==> src/rtl/aa_error_stats.sv <==
// Error-distance statistics collector for an approximate adder. Each accepted
// sample is compared with the exact sum, and the results are accumulated over a run of NSAMP samples.
module aa_error_stats #(
  parameter int          N     = 16,
  parameter int unsigned NSAMP = 1024,
  parameter int          ACC_W = 40
) (
  input  logic             clk,
  input  logic             rst_n,
  input  logic             start,
  input  logic             in_valid,
  input  logic [N-1:0]     x,
  input  logic [N-1:0]     y,
  input  logic [N-1:0]     s,
  input  logic             co,
  output logic             busy,
  output logic             done,
  output logic [31:0]      samp_cnt,
  output logic [31:0]      err_cnt,
  output logic [ACC_W-1:0] ed_sum,
  output logic [N:0]       ed_max
);

  localparam int EW = N + 1;
  // The sum is one bit wider than the larger operand, so an overflow is
  // always visible before the sum saturates.
  localparam int SW = ((ACC_W > EW) ? ACC_W : EW) + 1;
  localparam logic [31:0]   NSAMP_U = 32'(NSAMP);
  localparam logic [SW-1:0] ACC_MAX = {{(SW-ACC_W){1'b0}}, {ACC_W{1'b1}}};

  typedef enum logic [1:0] {IDLE, RUN, DRAIN, DONE} state_t;

  state_t      state, state_nxt;
  logic [31:0] acc_cnt;
  logic        launch, accept, last_accept;
  logic [N:0]  exact, approx, ed;
  logic        s1_valid;
  logic [N:0]  s1_ed;
  logic [SW-1:0] sum_ext;

  assign launch      = start && (state == IDLE || state == DONE);
  assign accept      = (state == RUN) && in_valid;
  assign last_accept = accept && (acc_cnt == NSAMP_U - 32'd1);

  assign exact  = {1'b0, x} + {1'b0, y};
  assign approx = {co, s};
  assign ed     = (exact >= approx) ? (exact - approx) : (approx - exact);

  assign sum_ext = SW'(ed_sum) + SW'(s1_ed);

  // State register
  // NOTE: sequential state uses non-blocking (<=) so every flop samples
  // pre-edge values; blocking here would create order-dependent races.
  always_ff @(posedge clk or negedge rst_n) begin
    if (!rst_n) state <= IDLE;
    else        state <= state_nxt;
  end

  // Next-state logic
  // NOTE: the default assignment at the top keeps every path assigned, so
  // no latch is inferred for state_nxt.
  always_comb begin
    state_nxt = state;
    case (state)
      IDLE, DONE: if (start) state_nxt = RUN;
      RUN:        if (last_accept) state_nxt = DRAIN;
      // Stage 1 holds exactly the final sample here, and that sample
      // retires on this edge.
      DRAIN:      state_nxt = DONE;
      default:    state_nxt = IDLE;
    endcase
  end

  // Outputs from the state machine
  always_comb begin
    busy = 1'b0;
    done = 1'b0;
    case (state)
      RUN, DRAIN: busy = 1'b1;
      DONE:       done = 1'b1;
      default:    ;
    endcase
  end

  // Accept counter and pipeline stage 1
  // NOTE: every register is reset asynchronously, including the pipeline,
  // so a reset in the middle of a run leaves no sample in flight.
  always_ff @(posedge clk or negedge rst_n) begin
    if (!rst_n) begin
      acc_cnt  <= '0;
      s1_valid <= 1'b0;
      s1_ed    <= '0;
    end else begin
      s1_valid <= accept;
      if (accept) s1_ed <= ed;
      if (launch)      acc_cnt <= '0;
      else if (accept) acc_cnt <= acc_cnt + 32'd1;
    end
  end

  // Stage 2: statistics update
  always_ff @(posedge clk or negedge rst_n) begin
    if (!rst_n) begin
      samp_cnt <= '0;
      err_cnt  <= '0;
      ed_sum   <= '0;
      ed_max   <= '0;
    end else if (launch) begin
      samp_cnt <= '0;
      err_cnt  <= '0;
      ed_sum   <= '0;
      ed_max   <= '0;
    end else if (s1_valid) begin
      samp_cnt <= samp_cnt + 32'd1;
      if (s1_ed != '0)     err_cnt <= err_cnt + 32'd1;
      if (sum_ext > ACC_MAX) ed_sum <= '1;
      else                   ed_sum <= sum_ext[ACC_W-1:0];
      if (s1_ed > ed_max)  ed_max <= s1_ed;
    end
  end

endmodule

==> config.mk <==
export PLATFORM = sky130hd
export DESIGN_NAME = aa_error_stats
export DESIGN_NICKNAME = d
export VERILOG_FILES = /design/src/rtl/aa_error_stats.sv
export SDC_FILE = /design/constraint.sdc
export NUM_CORES = 1
export LEC_CHECK = 0
export CAP_MARGIN = 20
export CORE_MARGIN = 3
export CORE_UTILIZATION = 40
export CTS_BUF_LIST = sky130_fd_sc_hd__clkbuf_4 sky130_fd_sc_hd__clkbuf_8
export CTS_CLUSTER_SIZE = 20
export DETAILED_ROUTE_END_ITERATION = 16
export HOLD_SLACK_MARGIN = 0.15
export SETUP_SLACK_MARGIN = 0.15
export SLEW_MARGIN = 15
export SYNTH_ARGS = -nofsm -noshare
export SYNTH_HDL_FRONTEND = slang
export SYNTH_SLANG_ARGS = --single-unit
==> constraint.sdc <==
create_clock -name clk -period 3.85 [get_ports clk]
set_input_delay 0.77 -clock clk [delete_from_list [all_inputs] [get_ports clk]]
set_output_delay 0.77 -clock clk [all_outputs]
set_load 0.02 [all_outputs]
==> Word level (Yosys, flattened, before mapping) <==
Index checks and enable logic that the tools add are counted.
W data, S select, Z words.
{ "totals": {"regBits": 173, "mem_bits_ro": 0, "mem_bits_rw": 0, "latchBits": 0, "n_memories": 0, "out_inout_bits": 123, "elab_cells": 58} }
{ "op_classes": {"n_mux": 19, "order_cmp": 3, "n_bitwise": 0, "n_reduce_logical": 15, "n_div": 0, "shift": 0, "n_mul": 0, "add_sub_neg": 7, "n_eq_ne": 6} }
{ "ops": {"columns": ["op", "count"], "rows": [
  ["$mux W32", 7],
  ["$mux W40", 3],
  ["$add A32 B1 Y32 const B", 3],
  ["$mux W17", 4],
  ["$add A40 B17 Y41", 1],
  ["$gt A41 B40 Y1 const B", 1],
  ["$sub A17 B17 Y17", 2],
  ["$eq A32 B10 Y1 const B", 1],
  ["$add A16 B16 Y17", 1],
  ["$ge A17 B17 Y1", 1],
  ["$gt A17 B17 Y1", 1],
  ["$reduce_bool A17 Y1", 1],
  ["$reduce_bool A2 Y1", 4],
  ["$pmux W2 S3", 1],
  ["$reduce_and A2 Y1", 3],
  ["$eq A2 B2 Y1 const B", 2],
  ["$mux W2", 2],
  ["$ne A2 B2 Y1 const B", 2],
  ["$reduce_or A2 Y1", 2],
  ["$logic_and A1 B1 Y1", 3],
  ["$eq A2 B1 Y1 const B", 1],
  ["$logic_not A2 Y1", 1],
  ["$mux W1", 2],
  ["$logic_or A1 B1 Y1", 1]
]} }

==> Logic depth before layout (Yosys ltp) <==
Gate-level depths: netlist of run 1.
{ "logic_depth": {"ltp_word": 5, "depth_mapped": 21, "depth_no_buf": 20} }

==> Worst setup path after synthesis of run 1 <==
No wires, ideal clock.
{ "synth_path": {"path_type": "input-to-reg", "startpoint": "input y[0]", "endpoint": "register s1_ed[14]", "arrival_ns": 4.404, "required_ns": 3.768, "setup_slack_ns": -0.635, "setup_ns": 0.082, "stages": 21, "path_cell_list": "ha_1 inv_1 fa_1 nor2b_1 o21ai_0 a21boi_0 nor4_1 o31ai_1 o41ai_1 o21a_1 xnor2_1 ha_1 and2_1 nand3_1 nor2b_1 nor2_1 and3_1 buf_4 a211oi_1 or3_1 a31oi_1"} }
{ "synth_between": {"elab_chain_cells": 3, "elab_cells_between_ends": 5, "cone_classes": "add/sub: 3; order compare: 1; mux: 1"} }
{ "synth_rtl": {"columns": ["element", "line_no", "rtl"], "rows": [
  ["start: declaration", "13", "input logic [N-1:0] y,"],
  ["$add A16 B16 Y17 *", "45", "assign exact = {1'b0, x} + {1'b0, y};"],
  ["$sub A17 B17 Y17 / $ge A17 B17 Y1 (equally long branches)", "47", "assign ed = (exact >= approx) ? (exact - approx) : (approx - exact);"],
  ["$mux W17 *", "47", null],
  ["end signal: assignment", "92", "s1_ed <= '0;"],
  ["end signal: assignment", "95", "if (accept) s1_ed <= ed;"],
  ["end: declaration", "38", "logic [N:0] s1_ed;"]
]} }
Mark *: on every way between the ends. The rest lies on a longest branch, timed or not.
A chain may end at the register's enable or synchronous reset.

==> Worst setup path in the final report of run 1 <==
{ "layout_path": {"startpoint": "input x[0]", "endpoint": "register s1_ed[9]"} }
{ "layout_between": {"elab_chain_cells": 3, "elab_cells_between_ends": 5, "cone_classes": "add/sub: 3; order compare: 1; mux: 1"} }
{ "layout_rtl": {"columns": ["element", "line_no", "rtl"], "rows": [
  ["start: declaration", "12", "input logic [N-1:0] x,"],
  ["$add A16 B16 Y17 *", "45", null],
  ["$sub A17 B17 Y17 / $ge A17 B17 Y1 (equally long branches)", "47", null],
  ["$mux W17 *", "47", null]
]} }
Marks and branches as above.

==> impl_summary.log, run 1 <==
INFO  metric outcome = complete, but fails checks
INFO  metric failed_checks = setup timing
INFO  metric syn_nets = around 1500
INFO  metric synth.avg_cell_area = 8.80 µm²
INFO  metric final.min_clock_period = 4100 ps
INFO  metric synth_cell_type_count = 65
INFO  metric critical_path_peak_fanout = 4
INFO  metric synth_seq_cells = 173
INFO  metric clkSinkCount = about 170
INFO  metric reg2reg_setup_slack = 670 ps
INFO  metric power.density_cell_area = ~520 mW/mm²
INFO  metric htree_levels = 4
INFO  metric r2r-end = ed_sum[22]
INFO  metric rr_startpoint = s1_ed[0]
INFO  metric worst_setup_path_end_kind = flop
INFO  metric clock_latency = 460 ps
INFO  metric timing.critical_path.arrival = 4440 ps
INFO  metric post_synth_instance_area = between 0.01 and 0.015 mm²
INFO  metric nets = 1736
INFO  metric worst_setup_path_start_kind = primary input
INFO  metric ys_warn_count = 0
INFO  metric synth-edff-count = 0
INFO  metric first_pass_iters = 5
INFO  metric timing.final.max_slew_violations = 0
INFO  metric synthMuxAreaShare = 3.14%
INFO  metric routed_wl = 29.2 mm
INFO  metric power.leakage = 6.97 nW
INFO  metric combinational_family_with_the_most_area_after_synthesis = simple AND/OR/NAND/NOR gates
INFO  metric clockBufferDepth = 2
INFO  metric achievable-frequency = 244 MHz
INFO  metric synthCells = 1307
INFO  metric io-pin-count = 176
INFO  metric cts_buffers = 17
INFO  metric postLayoutCoreUtil = 54.6%
INFO  metric finalClockSkew = 19.3 ps
INFO  metric detailroute.via_count = 10320
INFO  metric dieWidth = roughly 180 µm
INFO  metric floorplan.die_area = approximately 0.031 mm²
INFO  metric max_cap_violations = 0
INFO  metric synth_compound_gate_area_share = around 16%
INFO  metric cts_tree = yes
INFO  metric synth_flop_cell = dfrtp_1
INFO  metric postSynth.asyncResetShare = 100%
INFO  metric effective_utilization_at_floorplan = between 40% and 50%
INFO  metric coreArea = 0.0281 mm²
INFO  metric flow.area_growth_from_synthesis = 33.3%
INFO  metric timing.reg2reg.worst_path_depth = 11
INFO  metric worst-endpoint-required = about 4200 ps
INFO  metric final_critical_path_setup_slack = -251 ps
INFO  metric antenna_left = 0
INFO  metric pin_count_of_the_biggest_net_entering_global_routing = 87
INFO  metric grt_remaining_overflow = 0
INFO  metric synth-adder-area-share = 10.3%
INFO  metric wire_length_of_the_first_global_routing_pass = 48.8 mm
INFO  metric final_common_cell = dfrtp_1
INFO  metric num_antenna_cells = 0
INFO  metric drc = 0
INFO  metric criticalPathCategory = primary input to flop
INFO  metric detailedPlacementHpwl = 22.0 mm
INFO  metric cts_root_buf = clkbuf_8
INFO  metric grt_use_total = 18.8%
INFO  metric detail_route.vias_per_cell = between 5 and 6
INFO  metric first_global_vias = 9973
INFO  metric min_period_over_period = 107%
INFO  metric layout-drive-gt1-share = 15.7%
INFO  metric clk_pin_slew = 110 ps
INFO  metric endpoint = s1_ed[9]
INFO  metric synth-seq-area-share = 37.6%
INFO  metric post_synth_xor_area_fraction = 8.68%
INFO  metric core.rowCount = 61
INFO  metric worstHoldPathType = primary input to asynchronous set/reset pin
INFO  metric detailedRoute.firstIterationViolations = 737
INFO  metric synth-simple-area-share = 20.3%
INFO  metric number_of_antenna_violations_at_the_first_check_in_global_routing = 0
INFO  metric wire_per_inst = 14.8 µm
INFO  metric number_of_failing_setup_endpoints_in_the_final_timing_report = 16
INFO  metric worst-slew-pin-transition = 835 ps
INFO  metric critical_path.startpoint = x[0]
INFO  metric timing.slew.headroom = 44.3%
INFO  metric die_height = 176 µm
INFO  metric gpl.final_weighted_congestion = roughly 0.84
INFO  metric unrepaired_setup_endpoints_after_global_routing = true
INFO  metric place_worst_setup_slack = -1450 ps
INFO  metric portBuffers = between 150 and 200
INFO  metric power.ir.vdd_worst = 0.000311 V
INFO  metric highest_count_cells_in_the_layout_ignoring_fill_and_taps = dfrtp_1 (172), clkdlybuf4s50_1 (162), nor2_1 (135)
INFO  metric report.final.hold_viol_count = 0
[worst max-delay path, cell delays in order]
cell,delay (ps)
buf_6,80
ha_4,130
inv_2,30
fa_2,330
nor2b_2,140
o21ai_2,90
a21boi_4,180
nor4_4,60
o31ai_1,240
buf_4,170
o41ai_4,60
o21a_1,220
xnor2_1,130
ha_1,330
nand2_1,80
o211ai_1,90
buf_4,160
nor3_2,160
o211ai_1,100
buf_4,170
and3_4,180
buf_12,130
mux2i_2,170
xor2_1,160
o21ai_1,80
[through the flow]
step	power, mW	TNS, ps	hold slack (ps)	instances	instance area [µm²]
2_1_floorplan	5.04	-4870	471	1307	11600
3_3_place_gp	6.51	-19740	491	1930	14500
3_5_place_dp	6.58	-21020	506	1930	14500
4_1_cts	7.98	-2310	383	1975	15200
5_1_grt	8.65	-6400	398	1982	15300
6_report	8.00	-3020	347	1982	15300
[how the worst min path moves through the flow]
stage / from / to / cells past startpoint
after floorplan: rst_n / acc_cnt[0] / 0
after global placement: state[1] / state[1] / 2
after detailed placement: state[1] / state[1] / 2
after CTS: rst_n / err_cnt[11] / 1
after global routing: rst_n / err_cnt[11] / 1
final: rst_n / err_cnt[11] / 1
[where the power goes]
| part | internal (mW) | leakage [nW] | switching (mW) |
|---|---|---|---|
| Sequential | 2.10 | 2.36 | 0.366 |
| Clock | 0.503 | 0.194 | 0.756 |
| Combinational | 1.95 | 4.42 | 2.32 |
| Total | 4.55 | 6.97 | 3.44 |
[timing repair]
item / 4_1_cts / 5_1_grt
endpoints found under the setup margin: 16 / 16
pin swaps: 41 / 24
hold buffers: 0 / 0
buffers inserted: 12 / 6
gates resized for setup: 72 / 22
cloned: 1 / 0
[layout make-up]
cell class,instances,area (µm²)
Inverter,80,300
Clock buffer,18,248
Timing Repair Buffer,314,2840
Sequential cell,173,4330
Fill cell,2644,12800
Clock inverter,14,145
Multi-Input combinational cell,1005,7000
Tap cell,378,473
[layer usage]
metal,global-route usage (%),part of all wire [%],vias to the layer above
met2,33.3,49,197
met3,2.85,4.4,18
li1,-,-,5184
met1,24.5,46,4921
met5,0,0,-
met4,3.89,0.83,0
[synth_stat cells, types with 8 or more instances]
library cell / instances / area share, %
xor2_1: 78 / 5.9
mux2i_1: 35 / 3.0
o21a_1: 11 / 0.72
dfrtp_1: 173 / 38
nand2b_1: 9 / 0.49
a31oi_1: 29 / 1.6
a211oi_1: 15 / 0.98
nand3_1: 50 / 2.2
a21oi_1: 66 / 2.9
and3_1: 33 / 1.8
nand4_1: 31 / 1.7
nor3_1: 19 / 0.83
nor4_1: 10 / 0.54
a21o_1: 21 / 1.4
and4_1: 11 / 0.84
nor2b_1: 8 / 0.43
and2_1: 13 / 0.71
ha_1: 88 / 9.6
nor2_1: 137 / 4.5
xnor2_1: 36 / 2.7
o21ai_0: 83 / 3.6
nand2_1: 121 / 3.9
or3_1: 22 / 1.2
clkbuf_1: 40 / 1.3
inv_1: 80 / 2.6
[cells by family after synthesis]
group	after synthesis
xor gates and xnor gates	114
AOI/OAI and AO/OA	281
adders and majority gates	92
and+or+nand+nor	481
DFF	173
muxes	36
buffers and inverters	130
[registers in the layout, summed over array words and instances (netlist names)]
register	cells
acc_cnt	32
s1_ed	17
ed_sum	40
s1_valid	1
state	2
samp_cnt	32
err_cnt	32
ed_max	17
Note: power is estimated with default switching activity, not from simulation.
==> inputs of run 2 (changes only) <==
--- a/config.mk
+++ b/config.mk
@@ -12,6 +12,7 @@
 export CTS_CLUSTER_SIZE = 20
 export DETAILED_ROUTE_END_ITERATION = 16
 export HOLD_SLACK_MARGIN = 0.15
+export PLACE_DENSITY = 0.66
 export SETUP_SLACK_MARGIN = 0.15
 export SLEW_MARGIN = 15
 export SYNTH_ARGS = -nofsm -noshare
==> run 2 against run 1 <==
The run still ends with setup timing left. Worst hold slack worse by 22 ps. Critical path type unchanged. Register-to-register slack improved by 70 ps. Largest cell class unchanged. Via count shrank 0.57%. Critical path depth shrank 6. Clock-buffer cell count decreased by 1. Combinational power grew 0.9%. Highest routed layer unchanged. Wire length shrank 1.9%.
==> impl_summary.log, run 2 (synthesis results as in run 1) <==
INFO  metric gpl.final_weighted_congestion = slightly below 0.9
INFO  metric htree_levels = 4
INFO  metric die_height = 176 µm
INFO  metric final_critical_path_setup_slack = -304 ps
INFO  metric max_cap_violations = 0
INFO  metric coreArea = between 0.02 and 0.03 mm²
INFO  metric cts_buffers = 17
INFO  metric worst_setup_path_end_kind = flop
INFO  metric timing.critical_path.slowest_stage_cell = clkdlybuf4s50_1
INFO  metric cts_hold_buffers = 0
INFO  metric num_antenna_cells = 0
INFO  metric worst-slew-pin-transition = 698 ps
INFO  metric hold-worst-slack = roughly 330 ps
INFO  metric highest_count_cells_in_the_layout_ignoring_fill_and_taps = dfrtp_1 (172), clkdlybuf4s50_1 (163), nor2_1 (135)
INFO  metric finalClockSkew = 19.1 ps
INFO  metric power.leakage = approximately 7 nW
INFO  metric pin_count_of_the_biggest_net_entering_global_routing = 74
INFO  metric antenna_left = 0
INFO  metric clkSinkCount = approximately 170
INFO  metric criticalPathCategory = primary input to flop
INFO  metric critical_path_peak_fanout = 5
INFO  metric finalInstanceArea = 0.0153 mm²
INFO  metric largest-register = ed_sum
INFO  metric power.density_cell_area = around 520 mW/mm²
INFO  metric grt_remaining_overflow = 0
INFO  metric critical_path.cell_chain = clkdlybuf4s50_1 > ha_4 > a21boi_4 > nor4_4 > o31ai_2 > o41ai_2 > o21a_1 > xnor2_1 > ha_1 > buf_4 > and2_4 > nand3_2 > nor2b_2 > nor2_2 > and3_4 > buf_12 > o211a_1 > or3_1 > a31oi_1
INFO  metric portBuffers = between 150 and 200
INFO  metric cts_root_buf = clkbuf_8
INFO  metric floorplan.die_area = 0.0308 mm²
INFO  metric worst-path-buf-inv = 3
INFO  metric wire_length_of_the_first_global_routing_pass = 48.9 mm
INFO  metric critical_path.startpoint = x[4]
INFO  metric timing.critical_path.arrival = 4540 ps
INFO  metric power.ir.vdd_worst = 0.000259 V
INFO  metric critPathTopFamily = simple AND/OR/NAND/NOR gates
INFO  metric clockBufferDepth = 2
INFO  metric timing.final.max_slew_violations = 0
INFO  metric effective_utilization_at_floorplan = about two fifths
INFO  metric unrepaired_setup_endpoints_after_global_routing = true
INFO  metric final_common_cell = dfrtp_1
INFO  metric worst-endpoint-required = 4240 ps
INFO  metric layout-drive-gt1-share = between 10% and 20%
INFO  metric first_pass_iters = 4
INFO  metric wire_per_inst = about 15 µm
INFO  metric rr_startpoint = s1_ed[0]
INFO  metric worstHoldPathType = primary input to asynchronous set/reset pin
INFO  metric largest_register_ffs = 40
INFO  metric detailedRoute.firstIterationViolations = 508
INFO  metric detail_route.vias_per_cell = between 5 and 6
INFO  metric report.final.hold_viol_count = 0
INFO  metric outcome = complete, but fails checks
INFO  metric failed_checks = setup timing
INFO  metric number_of_antenna_violations_at_the_first_check_in_global_routing = 0
INFO  metric final.min_clock_period = around 4200 ps
INFO  metric timing.slew.headroom = 53.5%
INFO  metric min_period_over_period = 108%
INFO  metric worst_setup_path_start_kind = primary input
INFO  metric io-pin-count = 176
INFO  metric grt_use_total = 18.8%
INFO  metric achievable-frequency = 241 MHz
INFO  metric detailroute.via_count = 10261
INFO  metric clk_pin_slew = roughly 100 ps
INFO  metric cts_tree = yes
INFO  metric detailedPlacementHpwl = 21.4 mm
INFO  metric first_global_vias = 10181
INFO  metric core.rowCount = 61
INFO  metric nets = 1725
INFO  metric flow.area_growth_from_synthesis = 33.3%
INFO  metric critPathMaxStageDelay = ~500 ps
INFO  metric postPlaceCellArea = 0.0145 mm²
INFO  metric dieWidth = 176 µm
INFO  metric number_of_failing_setup_endpoints_in_the_final_timing_report = 16
INFO  metric drc = 0
INFO  metric clock_latency = 460 ps
INFO  metric routed_wl = between 20 and 30 mm
run 2: area by class of cell:
type / count / area (µm²)
Tap cell: 378 / 473
Clock inverter: 15 / 145
Timing Repair Buffer: 304 / 2810
Fill cell: 2598 / 12700
Clock buffer: 17 / 234
Multi-Input combinational cell: 1004 / 7050
Sequential cell: 173 / 4330
Inverter: 80 / 300
run 2: worst register-to-register path, cell delays in order, from the launching register on:
cell      delay (ps)
dfrtp_1          400
ha_1             210
inv_1             60
fa_1             400
nor2b_1          170
o31a_1           220
o41ai_2          110
a211oi_1         370
o21ba_2          280
a41oi_2          180
and2_1           330
a311oi_1         310
run 2: power by group:
part | switching (mW) | internal [mW]
registers | 0.350 | 2.10
clock network | 0.743 | 0.484
logic | 2.32 | 1.99
run 2: final timing paths:
| check | to | slack (ps) | cells after the start |
|---|---|---|---|
| max | s1_ed[14] | -300 | 19 |
| min | err_cnt[15] | 330 | 1 |
| max reg2reg | ed_sum[26] | 740 | 11 |
| min reg2reg | state[1] | 530 | 2 |
| max in group asynchronous | s1_ed[8] | 2560 | 2 |
| min in group clk | state[1] | 530 | 2 |
run 2: stage by stage:
stage	utilization [%]	worst slack [ps]	cells	setup TNS (ps)	total power, mW
6_report	54.6	-304	1971	-3490	7.98
5_1_grt	54.6	-507	1971	-6640	8.68
4_1_cts	53.8	-261	1965	-2890	7.95
3_5_place_dp	51.5	-1290	1917	-19290	6.57
3_3_place_gp	51.5	-1140	1917	-16940	6.49
2_1_floorplan	-	-419	1307	-4870	5.04
run 2: routing by layer:
| layer | routed length (µm) | global-route usage (%) | vias to the layer above |
|---|---|---|---|
| li1 | - | - | 5162 |
| met1 | 13200 | 24.9 | 4862 |
| met2 | 13800 | 32.4 | 211 |
| met3 | 1320 | 3.03 | 26 |
| met4 | 385 | 4.45 | 0 |
| met5 | 0 | 0 | - |
run 2: repair_timing:
action                                  4_1_cts  5_1_grt
gates resized for setup                      51       43
setup buffers                                15        6
pin swaps                                    37       30
endpoints found under the setup margin       16       16
cloned                                        1        0
